**config.mk**
```make
export PLATFORM = sky130hd
export DESIGN_NAME = vga_sync_decoder
export DESIGN_NICKNAME = d
export VERILOG_FILES = /design/src/rtl/vga_sync_decoder.sv
export SDC_FILE = /design/constraint.sdc
export NUM_CORES = 1
export LEC_CHECK = 0
export CAP_MARGIN = 30
export CORE_MARGIN = 2
export CORE_UTILIZATION = 45
export CTS_BUF_LIST = sky130_fd_sc_hd__clkbuf_2 sky130_fd_sc_hd__clkbuf_4 sky130_fd_sc_hd__clkbuf_8
export DETAILED_ROUTE_END_ITERATION = 16
export PLACE_DENSITY_LB_ADDON = 0.12
export SETUP_SLACK_MARGIN = 0.4
export SYNTH_ARGS = -nofsm -noshare
export SYNTH_HDL_FRONTEND = slang
export SYNTH_SLANG_ARGS = --single-unit
```
**constraint.sdc**
```tcl
create_clock -name clk -period 3.79 [get_ports clk]
set_input_delay 0.9475 -clock clk [delete_from_list [all_inputs] [get_ports clk]]
set_output_delay 0.9475 -clock clk [all_outputs]
set_load 0.1 [all_outputs]
```
**src/rtl/vga_sync_decoder.sv**
```systemverilog
// vga_sync_decoder
// Recovers pixel coordinates from an asynchronous hSync/vSync pair, checks
// the stream against fixed 640x480 timing and reports lock state.
// Optional error counter: define VGA_SYNC_DECODER_ERRCNT_EN to build errCount;
// without it errCount is tied to zero.
// The timing parameters default to the 640x480 values and are only
// overridden for scaled-down simulation.
module vga_sync_decoder #(
  parameter int unsigned H_TOTAL        = 800,
  parameter int unsigned H_ACTIVE_START = 144,
  parameter int unsigned H_ACTIVE       = 640,
  parameter int unsigned V_TOTAL        = 525,
  parameter int unsigned V_ACTIVE_START = 35,
  parameter int unsigned V_ACTIVE       = 480
) (
  input  logic       clk,
  input  logic       reset,
  input  logic       pixEn,
  input  logic       hSync,
  input  logic       vSync,
  output logic       locked,
  output logic       active,
  output logic [9:0] x,
  output logic [8:0] y,
  output logic       frameStart,
  output logic [7:0] errCount
);

  localparam logic [9:0] CNT_MAX  = 10'd1023;
  localparam logic [9:0] H_LAST   = 10'(H_TOTAL - 1);
  localparam logic [9:0] V_LAST   = 10'(V_TOTAL - 1);
  localparam logic [9:0] H_ACT_LO = 10'(H_ACTIVE_START);
  localparam logic [9:0] H_ACT_HI = 10'(H_ACTIVE_START + H_ACTIVE - 1);
  localparam logic [9:0] V_ACT_LO = 10'(V_ACTIVE_START);
  localparam logic [9:0] V_ACT_HI = 10'(V_ACTIVE_START + V_ACTIVE - 1);

  typedef enum logic [1:0] {SEARCH, ACQUIRE, LOCKED} state_t;

  logic       hs_meta_q, hs_sync_q, vs_meta_q, vs_sync_q;
  logic       hs_prev_q, vs_prev_q;
  logic [9:0] hcount_q, hcount_d;
  logic [9:0] vcount_q, vcount_d;
  logic       pend_q, pend_d;
  state_t     state_q, state_d;
  logic       acq_err_q, acq_err_d;
  logic       locked_q, active_q, frame_start_q;
  logic [9:0] x_q;
  logic [8:0] y_q;

  logic h_fall, v_fall, boundary;
  logic line_mis, frame_mis, timeout, err_evt;
  logic act_d;

  // Two-flop synchronizers; idle level of both syncs is high
  always_ff @(posedge clk or posedge reset) begin
    if (reset) begin
      hs_meta_q <= 1'b1;
      hs_sync_q <= 1'b1;
      vs_meta_q <= 1'b1;
      vs_sync_q <= 1'b1;
    end else begin
      hs_meta_q <= hSync;
      hs_sync_q <= hs_meta_q;
      vs_meta_q <= vSync;
      vs_sync_q <= vs_meta_q;
    end
  end

  // Previous pixel-rate sample, used for falling-edge detection
  always_ff @(posedge clk or posedge reset) begin
    if (reset) begin
      hs_prev_q <= 1'b1;
      vs_prev_q <= 1'b1;
    end else if (pixEn) begin
      hs_prev_q <= hs_sync_q;
      vs_prev_q <= vs_sync_q;
    end
  end

  // A vFall in the same sample as the hFall also opens the frame boundary
  assign h_fall    = pixEn & hs_prev_q & ~hs_sync_q;
  assign v_fall    = pixEn & vs_prev_q & ~vs_sync_q;
  assign boundary  = h_fall & (pend_q | v_fall);
  assign line_mis  = h_fall & (hcount_q != H_LAST);
  assign frame_mis = boundary & (vcount_q != V_LAST);
  // Timeout fires only on the step into 1023, so it counts once per stall
  assign timeout   = pixEn & ~h_fall & (hcount_q == CNT_MAX - 10'd1);
  assign err_evt   = line_mis | frame_mis | timeout;

  // Next-state for the pixel/line counters and the pending-vsync flag
  always_comb begin
    hcount_d = hcount_q;
    vcount_d = vcount_q;
    pend_d   = pend_q;
    if (pixEn) begin
      if (h_fall) begin
        hcount_d = '0;
      end else if (hcount_q != CNT_MAX) begin
        hcount_d = hcount_q + 10'd1;
      end
      if (boundary) begin
        vcount_d = '0;
        pend_d   = 1'b0;
      end else begin
        if (h_fall && (vcount_q != CNT_MAX)) begin
          vcount_d = vcount_q + 10'd1;
        end
        if (v_fall) begin
          pend_d = 1'b1;
        end
      end
    end
  end

  // Counter and flag registers
  always_ff @(posedge clk or posedge reset) begin
    if (reset) begin
      hcount_q <= '0;
      vcount_q <= '0;
      pend_q   <= 1'b0;
    end else begin
      hcount_q <= hcount_d;
      vcount_q <= vcount_d;
      pend_q   <= pend_d;
    end
  end

  // Lock FSM next-state; ACQUIRE remembers whether its current frame was clean
  always_comb begin
    state_d   = state_q;
    acq_err_d = acq_err_q;
    case (state_q)
      SEARCH: begin
        if (boundary) begin
          state_d   = ACQUIRE;
          acq_err_d = 1'b0;
        end
      end
      ACQUIRE: begin
        if (boundary) begin
          if (!acq_err_q && !err_evt) begin
            state_d = LOCKED;
          end
          acq_err_d = 1'b0;
        end else if (err_evt) begin
          acq_err_d = 1'b1;
        end
      end
      LOCKED: begin
        if (err_evt) begin
          state_d = SEARCH;
        end
      end
      default: begin
        state_d   = SEARCH;
        acq_err_d = 1'b0;
      end
    endcase
  end

  // Lock FSM state register
  always_ff @(posedge clk or posedge reset) begin
    if (reset) begin
      state_q   <= SEARCH;
      acq_err_q <= 1'b0;
    end else begin
      state_q   <= state_d;
      acq_err_q <= acq_err_d;
    end
  end

  assign act_d = (state_d == LOCKED) &&
                 (hcount_d >= H_ACT_LO) && (hcount_d <= H_ACT_HI) &&
                 (vcount_d >= V_ACT_LO) && (vcount_d <= V_ACT_HI);

  // Registered outputs, built from the values the counters/FSM move to
  always_ff @(posedge clk or posedge reset) begin
    if (reset) begin
      locked_q      <= 1'b0;
      active_q      <= 1'b0;
      x_q           <= '0;
      y_q           <= '0;
      frame_start_q <= 1'b0;
    end else begin
      locked_q      <= (state_d == LOCKED);
      active_q      <= act_d;
      x_q           <= act_d ? (hcount_d - H_ACT_LO) : '0;
      y_q           <= act_d ? 9'(vcount_d - V_ACT_LO) : '0;
      frame_start_q <= boundary & (state_d == LOCKED);
    end
  end

  assign locked     = locked_q;
  assign active     = active_q;
  assign x          = x_q;
  assign y          = y_q;
  assign frameStart = frame_start_q;

`ifdef VGA_SYNC_DECODER_ERRCNT_EN
  logic [7:0] err_cnt_q, err_cnt_d;

  // One count per pixel sample with any event while tracking; saturates
  always_comb begin
    err_cnt_d = err_cnt_q;
    if (err_evt && (state_q != SEARCH) && (err_cnt_q != 8'hFF)) begin
      err_cnt_d = err_cnt_q + 8'd1;
    end
  end

  // Error counter register
  always_ff @(posedge clk or posedge reset) begin
    if (reset) begin
      err_cnt_q <= '0;
    end else begin
      err_cnt_q <= err_cnt_d;
    end
  end

  assign errCount = err_cnt_q;
`else
  assign errCount = '0;
`endif

endmodule

```
# After elaboration in Yosys (flattened, before gate mapping)
# Index checks and enable logic that the tools add are counted.
# op_classes
mux	19
n_eq_ne	10
reduce_logical	12
add_sub_neg	4
n_bitwise	17
magnitude_cmp	4
# ops
operator	count
two-way mux 10 bit	7
inequality test 10 bit, second input constant	4
adder 10 x 1 -> 10 bit, second input constant	2
<= comparator 10 bit, second input constant	2
AND 1 bit	10
equality test 10 bit, second input constant	1
greater-or-equal comparator 10 x 6 -> 1 bit, second input constant	1
greater-or-equal comparator 10 x 8 -> 1 bit, second input constant	1
subtractor 10 x 8 -> 10 bit, second input constant	1
two-way mux 9 bit	1
subtractor 9 x 6 -> 9 bit, second input constant	1
two-way mux 2 bit	4
logical AND 1 bit	6
case mux 2 bit (3 select lines)	1
two-way mux 1 bit	5
equality test 2 bit, second input constant	2
inverter 1 bit	4
inequality test 3 bit, second input constant	1
OR 1 bit	3
case mux 1 bit (3 select lines)	1
AND reduction 3 bit	1
equality test 2 x 1 -> 1 bit, second input constant	1
logical NOT 1 bit	2
logical NOT 2 bit	1
3 further kinds	3
# totals
out_inout_bits	30
word_cells	82
reg_bits	52
input_bits	5

# Longest topological paths before layout
# Gate-level depths: netlist of run 1.
# depth
word_depth	18
ltp_mapped	12
mapped_depth_nobuf	11

# Worst setup path before layout of run 1
# OpenSTA, ideal clock, no wires.
# synth_timing
path_kind	input -> register
startpoint	input pixEn
endpoint	register x_q[7] (netlist: x[7])
n_path_buf	2
setup_ns	0.096
path_stages	12
t_required_ns	3.694
arrival_time_ns	2.997
setup_slack_ns	0.698
path_cell_list	buf_2 > inv_1 > or3_1 > mux2_2 > and2_1 > ha_1 > inv_1 > o21ai_0 > nand3_1 > o211ai_1 > buf_2 > nor4_2
# synth_between
elab_chain_cells	18
elab_cells_between_ends	37
cone_classes	1 x add/sub; 4 x order compare; 1 x eq/ne; 11 x mux; 13 x bitwise; 7 x reduce/logical
# synth_lines
element	line	text
start: declaration	18	input logic pixEn,
AND 1 bit (2 in a row)	82	assign v_fall = pixEn & vs_prev_q & ~vs_sync_q;
OR 1 bit	83	assign boundary = h_fall & (pend_q | v_fall);
AND 1 bit	83	
AND 1 bit	85	assign frame_mis = boundary & (vcount_q != V_LAST);
OR 1 bit (2 in a row)	88	assign err_evt = line_mis | frame_mis | timeout;
logical NOT 1 bit	141	if (!acq_err_q && !err_evt) begin
logical AND 1 bit	141	
two-way mux 2 bit	141	
two-way mux 2 bit	140	if (boundary) begin
case mux 2 bit (3 select lines)	132	case (state_q)
equality test 2 bit	172	assign act_d = (state_d == LOCKED) &&
logical AND 1 bit	172	
logical AND 1 bit (2 in a row)	173	(hcount_d >= H_ACT_LO) && (hcount_d <= H_ACT_HI) &&
logical AND 1 bit	174	(vcount_d >= V_ACT_LO) && (vcount_d <= V_ACT_HI);
two-way mux 10 bit (*)	187	x_q <= act_d ? (hcount_d - H_ACT_LO) : '0;
end signal: assignment	187	
end: declaration	47	logic [9:0] x_q;
# Mark *: on every way between the ends. The rest lies on a longest branch, timed or not.
# A chain may end at the register's enable or synchronous reset.

# Worst setup path after layout of run 1
# layout_timing
startpoint	input pixEn
endpoint	register x_q[7] (netlist: x[7])
# layout_between
elab_cells_between_ends	37
cone_classes	1 x add/sub; 4 x order compare; 1 x eq/ne; 11 x mux; 13 x bitwise; 7 x reduce/logical
# layout_lines
element	line	text
AND 1 bit, on equally long branches (2 in a row)	82, 81	
OR 1 bit / logical AND 1 bit (equally long branches)	83, 105	
AND 1 bit / two-way mux 10 bit (equally long branches)	83, 105	
two-way mux 10 bit	101	if (boundary) begin
two-way mux 10 bit (*)	95	if (pixEn) begin
named net vcount_d[0]	42	logic [9:0] vcount_q, vcount_d;
greater-or-equal comparator 10 x 6 -> 1 bit	174	
logical AND 1 bit	173	
logical AND 1 bit (*)	174	
two-way mux 10 bit (*)	187	
# The timed path passes the listed nets; every way through them passes the cells marked *.

==> flow_summary.ini, run 1 <==
[critical_path]
start_kind = input pin
critical_path_class = input pin to register
cp_data_required_time_ns = 3.99
cp_max_fo = 20
worstSetupEndpointType = register
crit_arrival_ns = 3.34

[route]
postRouteAntennaNets = 0
wl_per_cell_um = 16.2
drt-total-wl_um = 6860
drcViolationCount = 3
viasPerCell = 5.94
drt_iter0_markers = 174
dr_total_vias = 2518
dr.pass1.iters = 10

[synth]
ys_seq_elements = 52
synth_cell_types = 63
yosys_warnings = 0
ys.flop_type = dfrtp_1
synthArstFlopShare = 1.00
syn_area_um2 = 3010
synth_area_leaders = dfrtp_1 38%, dfstp_2 5.2%, nor3_1 4.8%
synth_top_area_cell = dfrtp_1
synth_edf_count = 0
syn_inst = 314
synthTopCellsByCount = 46 x dfrtp_1, 29 x nor3_1, 17 x inv_1, 16 x nand2_1, 15 x nor2_1
synth_most_common_cell = dfrtp_1
seq_area_frac_synth = 0.435
synth.avg_cell_area_um2 = 9.58
synth_top_area_frac = 0.383

[final_layout]
num-fill-cells = 599
ff_latch_area_um2 = 1310
multi_input_area_um2 = 1530
final_area_um2 = 3500
final_layout_size_suffix_gt1_frac = 0.156
syn2layout_area_growth_pct = 16.2
nNetsFinal = 360
final_util = 0.544
n_antenna_cell = 0

[clock_tree]
ctsHoldBuffers = 0
clk_latency_ns = 0.31
numCtsBuffers = 5
cts_root_buf = clkbuf_8
cts_tree = built
clk_pin_slew_ns = 0.10
max-clock-path-buffers = 2
cts_num_sinks = 52
htree_levels = 2

[floorplan]
die_w_um = 85.8
start_util = 0.469
coreArea_um2 = 6420
dieArea_um2 = 7360
num_rows = 29
io_pins = 35
die_h_um = 85.8

[grt]
grt_pass1_vias = 2324
track_usage = 0.198
overflow = 0
grt_max_degree = 36
grt_pass1_wl_um = 11600
antenna_found_initial = 0

[sta]
period_needed_ns = 3.15
finalHoldViolations = 0
relSlewSlack = 0.343
finalSetupTns_ns = 0
fin_worst_skew_ns = 0.0159
rsz0062_at_grt = no
min_period_over_period = 0.830
max_slew.worst_pin.slew_ns = 0.982
drv_slew = 0
setup-violations-final = 0
fmax_ghz = 0.318

[power_and_ir_drop]
clkPwrFrac = 0.236
leakage_nw = 1.51
internal-power_mw = 0.895
ir_drop_mv = 0.195
pwr-share-comb = 0.278
swShare = 0.364
p_sw_mw = 0.512
seq_power_share = 0.486
powerDensity_nw_per_um2 = 403

[flow_run]
max_cap_viol_count = 0

[placed_design]
dpl_cell_area_um2 = 3380
hpwl_um = 4940
portBuffers = 26
place.gp.congestion = 0.848

[run_status]
status = finished, violations left
violations = design-rule violations

[worst_hold_path]
hold_path_class = register to register
## power groups by stage
stage | combinational (mW) | sequential (mW) | clock, mW
2_1_floorplan | 0.314 | 0.668 | 0
3_3_place_gp | 0.387 | 0.690 | 0
3_5_place_dp | 0.386 | 0.691 | 0
4_1_cts | 0.388 | 0.681 | 0.344
5_1_grt | 0.439 | 0.694 | 0.367
6_report | 0.391 | 0.684 | 0.332
## what timing repair did
item / 4_1_cts / 5_1_grt
setup buffers: 1 / 0
cloned: 0 / 0
gates resized for setup: 2 / 2
endpoints found under the setup margin: 17 / 1
pin swaps: 1 / 0
## path summary, 6_finish.rpt
| kind | start | cells past startpoint | end | slack, ns |
|---|---|---|---|---|
| setup / recovery | pixEn | 11 | x[7]$_DFF_PP0_ | 0.64 |
| hold / removal | hs_meta_q$_DFF_PP1_ | 0 | hs_sync_q$_DFF_PP1_ | 0.36 |
| setup reg to reg | hcount_q[0]$_DFF_PP0_ | 11 | y[5]$_DFF_PP0_ | 0.73 |
| hold reg to reg | hs_meta_q$_DFF_PP1_ | 0 | hs_sync_q$_DFF_PP1_ | 0.36 |
| max in group asynchronous | reset | 3 | vs_sync_q$_DFF_PP1_ | 2.06 |
| min in group asynchronous | reset | 2 | x[3]$_DFF_PP0_ | 0.92 |
## flip-flops by register name, summed over array words and instances, names as in the netlist, 2 cells and up
name,flops
hcount_q,10
vcount_q,10
x,10
y,9
state_q,2
## placed cells by master, fill, tap and decap left out, types with 3 or more instances in the layout
cell	synthesis	final
a21o_1	5	5
a21oi_1	9	9
a31o_2	3	3
a31oi_1	8	8
and3_1	9	9
and4_1	3	3
buf_4	10	17
clkbuf_8	0	5
clkdlybuf4s50_1	0	25
conb_1	1	8
dfrtp_1	46	46
dfstp_2	6	6
ha_1	9	9
inv_1	17	16
mux2_2	4	4
nand2_1	16	16
nand3_1	11	11
nand4_1	12	12
nor2_1	15	15
nor2b_1	5	5
nor3_1	29	28
nor3b_1	4	4
nor4_1	6	6
o211ai_1	4	4
o21ai_0	9	9
or3_1	4	4
xnor2_1	8	8
## critical path, cell delays in order
cell,delay [ns]
dlygate4sd2_1,0.34
buf_4,0.18
and3b_1,0.27
nand3_1,0.17
mux2i_1,0.25
ha_1,0.27
o41ai_2,0.12
a31oi_1,0.24
a41oi_2,0.08
buf_12,0.20
nor4_2,0.28
## area by class of cell
class                   count  area share
multi-input cells         226       0.436
flip-flops and latches     52       0.374
repair buffers             44       0.116
well taps                  77      0.0276
clock buffers               5      0.0197
inverters                  17      0.0183
clock inverters             3     0.00752
## logic make-up (layout without fill, tap and decap cells)
group	after synthesis	count (layout)	synth area share
simple gates	130	130	0.247
fa+ha+maj	9	9	0.0374
buf+inv	43	69	0.0736
mux	5	5	0.0183
other cells	1	8	0.00125
compound gates	64	64	0.158
flops	52	52	0.435
xor+xnor	10	10	0.0291
## per-layer routing
| metal | GRT usage | routed length, um | vias to the layer above |
|---|---|---|---|
| li1 | - | - | 1209 |
| met1 | 0.300 | 3510 | 1235 |
| met2 | 0.290 | 2980 | 61 |
| met3 | 0.0366 | 246 | 13 |
| met4 | 0.0577 | 114 | 0 |
| met5 | 0 | 0 | - |
## through the flow
| step | total power, mW | setup slack, ns | cells | hold WS, ns |
|---|---|---|---|---|
| 2_1_floorplan | 0.983 | 0.698 | 321 | 0.345 |
| 3_3_place_gp | 1.08 | 0.0440 | 415 | 0.346 |
| 3_5_place_dp | 1.08 | 0.0230 | 415 | 0.347 |
| 4_1_cts | 1.41 | 0.617 | 424 | 0.363 |
| 5_1_grt | 1.50 | 0.444 | 424 | 0.369 |
| 6_report | 1.41 | 0.645 | 424 | 0.361 |
No activity file was read; power rests on OpenSTA's default activity.
==> run 2, diff against run 1 <==
==> constraint.sdc (replaced) <==
create_clock -name clk -period 3.2 [get_ports clk]
set_input_delay 0.8 -clock clk [delete_from_list [all_inputs] [get_ports clk]]
set_output_delay 0.8 -clock clk [all_outputs]
set_load 0.1 [all_outputs]
==> run 2 against run 1 <==
Effect of this change:
- the flow still finishes with violations (design-rule violations)
- clock-buffer cell count unchanged
- final cell count up 14%
- highest routed layer unchanged
- sequential share of layout area down 6.0 points
- sequential power up 18%
- core utilization up 11 points
- final area up 19%
==> flow_summary.ini, run 2 (same netlist as run 1, synthesis figures left out) <==
[critical_path]
cp_max_fo = 5
crit_cells = 10
crit_path_start = pixEn
max_stage_delay_ns = 0.56
rr_worst_depth = 11
worstSetupEndpointType = register
crit_slowest_cell = or4_1
critical_path_class = input pin to register
path_cells = buf_2 > nand3b_1 > buf_4 > or4_1 > nor4_1 > o21bai_2 > a41oi_2 > buf_6 > clkbuf_16 > nor4_4
cp_top_family = simple AND/OR/NAND/NOR gates
worst-path-buf-inv = 4
start_kind = input pin
cp_data_required_time_ns = 3.44
crit_arrival_ns = 3.04
r2r-start = vs_prev_q$_DFFE_PP1P_

[power_and_ir_drop]
power.total_mw = 1.90
ir_drop_mv = 0.264
powerDensity_nw_per_um2 = 455
leakage_nw = 1.90

[sta]
finalHoldViolations = 0
min_period_over_period = 0.875
period_needed_ns = 2.80
fin_ws_ns = 0.401
fin_worst_skew_ns = 0.00897
drv_slew = 0
setup-violations-final = 0
fmax_ghz = 0.357
relSlewSlack = 0.522
fin_hold_ws_ns = 0.362
rsz0062_at_grt = yes
max_slew.worst_pin.slew_ns = 0.715

[clock_tree]
htree_levels = 2
clk_latency_ns = 0.32
numCtsBuffers = 5
clk_pin_slew_ns = 0.11
cts_num_sinks = 52
ctsHoldBuffers = 0
cts_tree = built
max-clock-path-buffers = 2
cts_root_buf = clkbuf_8

[final_layout]
nNetsFinal = 419
final_area_um2 = 4170
final_util = 0.650
layout_commonest_cell = buf_4
final_layout_size_suffix_gt1_frac = 0.431
syn2layout_area_growth_pct = 38.7
n_antenna_cell = 0
layout_common_cells = 88 x buf_4, 42 x dfrtp_1, 21 x nor3_1, 15 x nor2_1, 14 x nand2_1

[floorplan]
coreArea_um2 = 6420
start_util = 0.469
die_h_um = 85.8
dieArea_um2 = 7360
num_rows = 29
io_pins = 35
die_w_um = 85.8

[route]
viasPerCell = 5.91
drcViolationCount = 1
dr.pass1.iters = 11
dr_total_vias = 2853
wl_per_cell_um = 18.0
drt_iter0_markers = 223
postRouteAntennaNets = 0
drt-total-wl_um = 8690

[grt]
track_usage = 0.233
grt_pass1_vias = 2762
overflow = 0
grt_pass1_wl_um = 13600
grt_max_degree = 33
antenna_found_initial = 0

[placed_design]
portBuffers = 26
dpl_cell_area_um2 = 3620
hpwl_um = 5740
place.gp.congestion = 0.910
dp_slack_ns = -0.342

[worst_hold_path]
min_path_cells = 0
min_from = vs_meta_q$_DFF_PP1_
hold_path_class = register to register

[run_status]
status = finished, violations left
violations = design-rule violations

[flow_run]
max_cap_viol_count = 0
-- run 2: per-stage QoR --
stage | setup TNS, ns | cells
2_1_floorplan | 0 | 321
3_3_place_gp | -4.35 | 452
3_5_place_dp | -4.87 | 452
4_1_cts | 0 | 470
5_1_grt | 0 | 483
6_report | 0 | 483
-- run 2: area by class of cell --
cell class	count	area [um2]
Fill cell	544	2250
Multi-Input combinational cell	226	1750
Sequential cell	52	1310
Timing Repair Buffer	103	850
Tap cell	77	96.3
Clock buffer	5	68.8
Inverter	17	63.8
Clock inverter	3	27.5
-- run 2: worst paths after layout --
| kind | endpoint | slack (ns) |
|---|---|---|
| min reg2reg | vs_sync_q$_DFF_PP1_ | 0.36 |
| min | vs_sync_q$_DFF_PP1_ | 0.36 |
| max | y[5]$_DFF_PP0_ | 0.40 |
| min in group asynchronous | x[2]$_DFF_PP0_ | 0.91 |
| max in group asynchronous | hs_sync_q$_DFF_PP1_ | 1.58 |
| max reg2reg | y[7]$_DFF_PP0_ | 0.40 |
-- run 2: timing repair --
item	CTS	global route
setup buffers	9	10
cloned	1	3
setup endpoints to repair	20	20
resized for setup	23	40
pin swaps	6	23
-- run 2: layer usage --
metal | track usage | vias up | wire length (um)
met4 | 0.0649 | 0 | 148
li1 | - | 1328 | -
met5 | 0 | - | 0
met3 | 0.0423 | 16 | 378
met1 | 0.322 | 1415 | 3880
met2 | 0.378 | 94 | 4290
-- run 2: power breakdown --
group          leakage, nW  switching, mW  total [mW]  internal (mW)
Clock               0.0463          0.251       0.413          0.161
Sequential           0.681         0.0810       0.804          0.723
Combinational         1.17          0.385       0.684          0.300
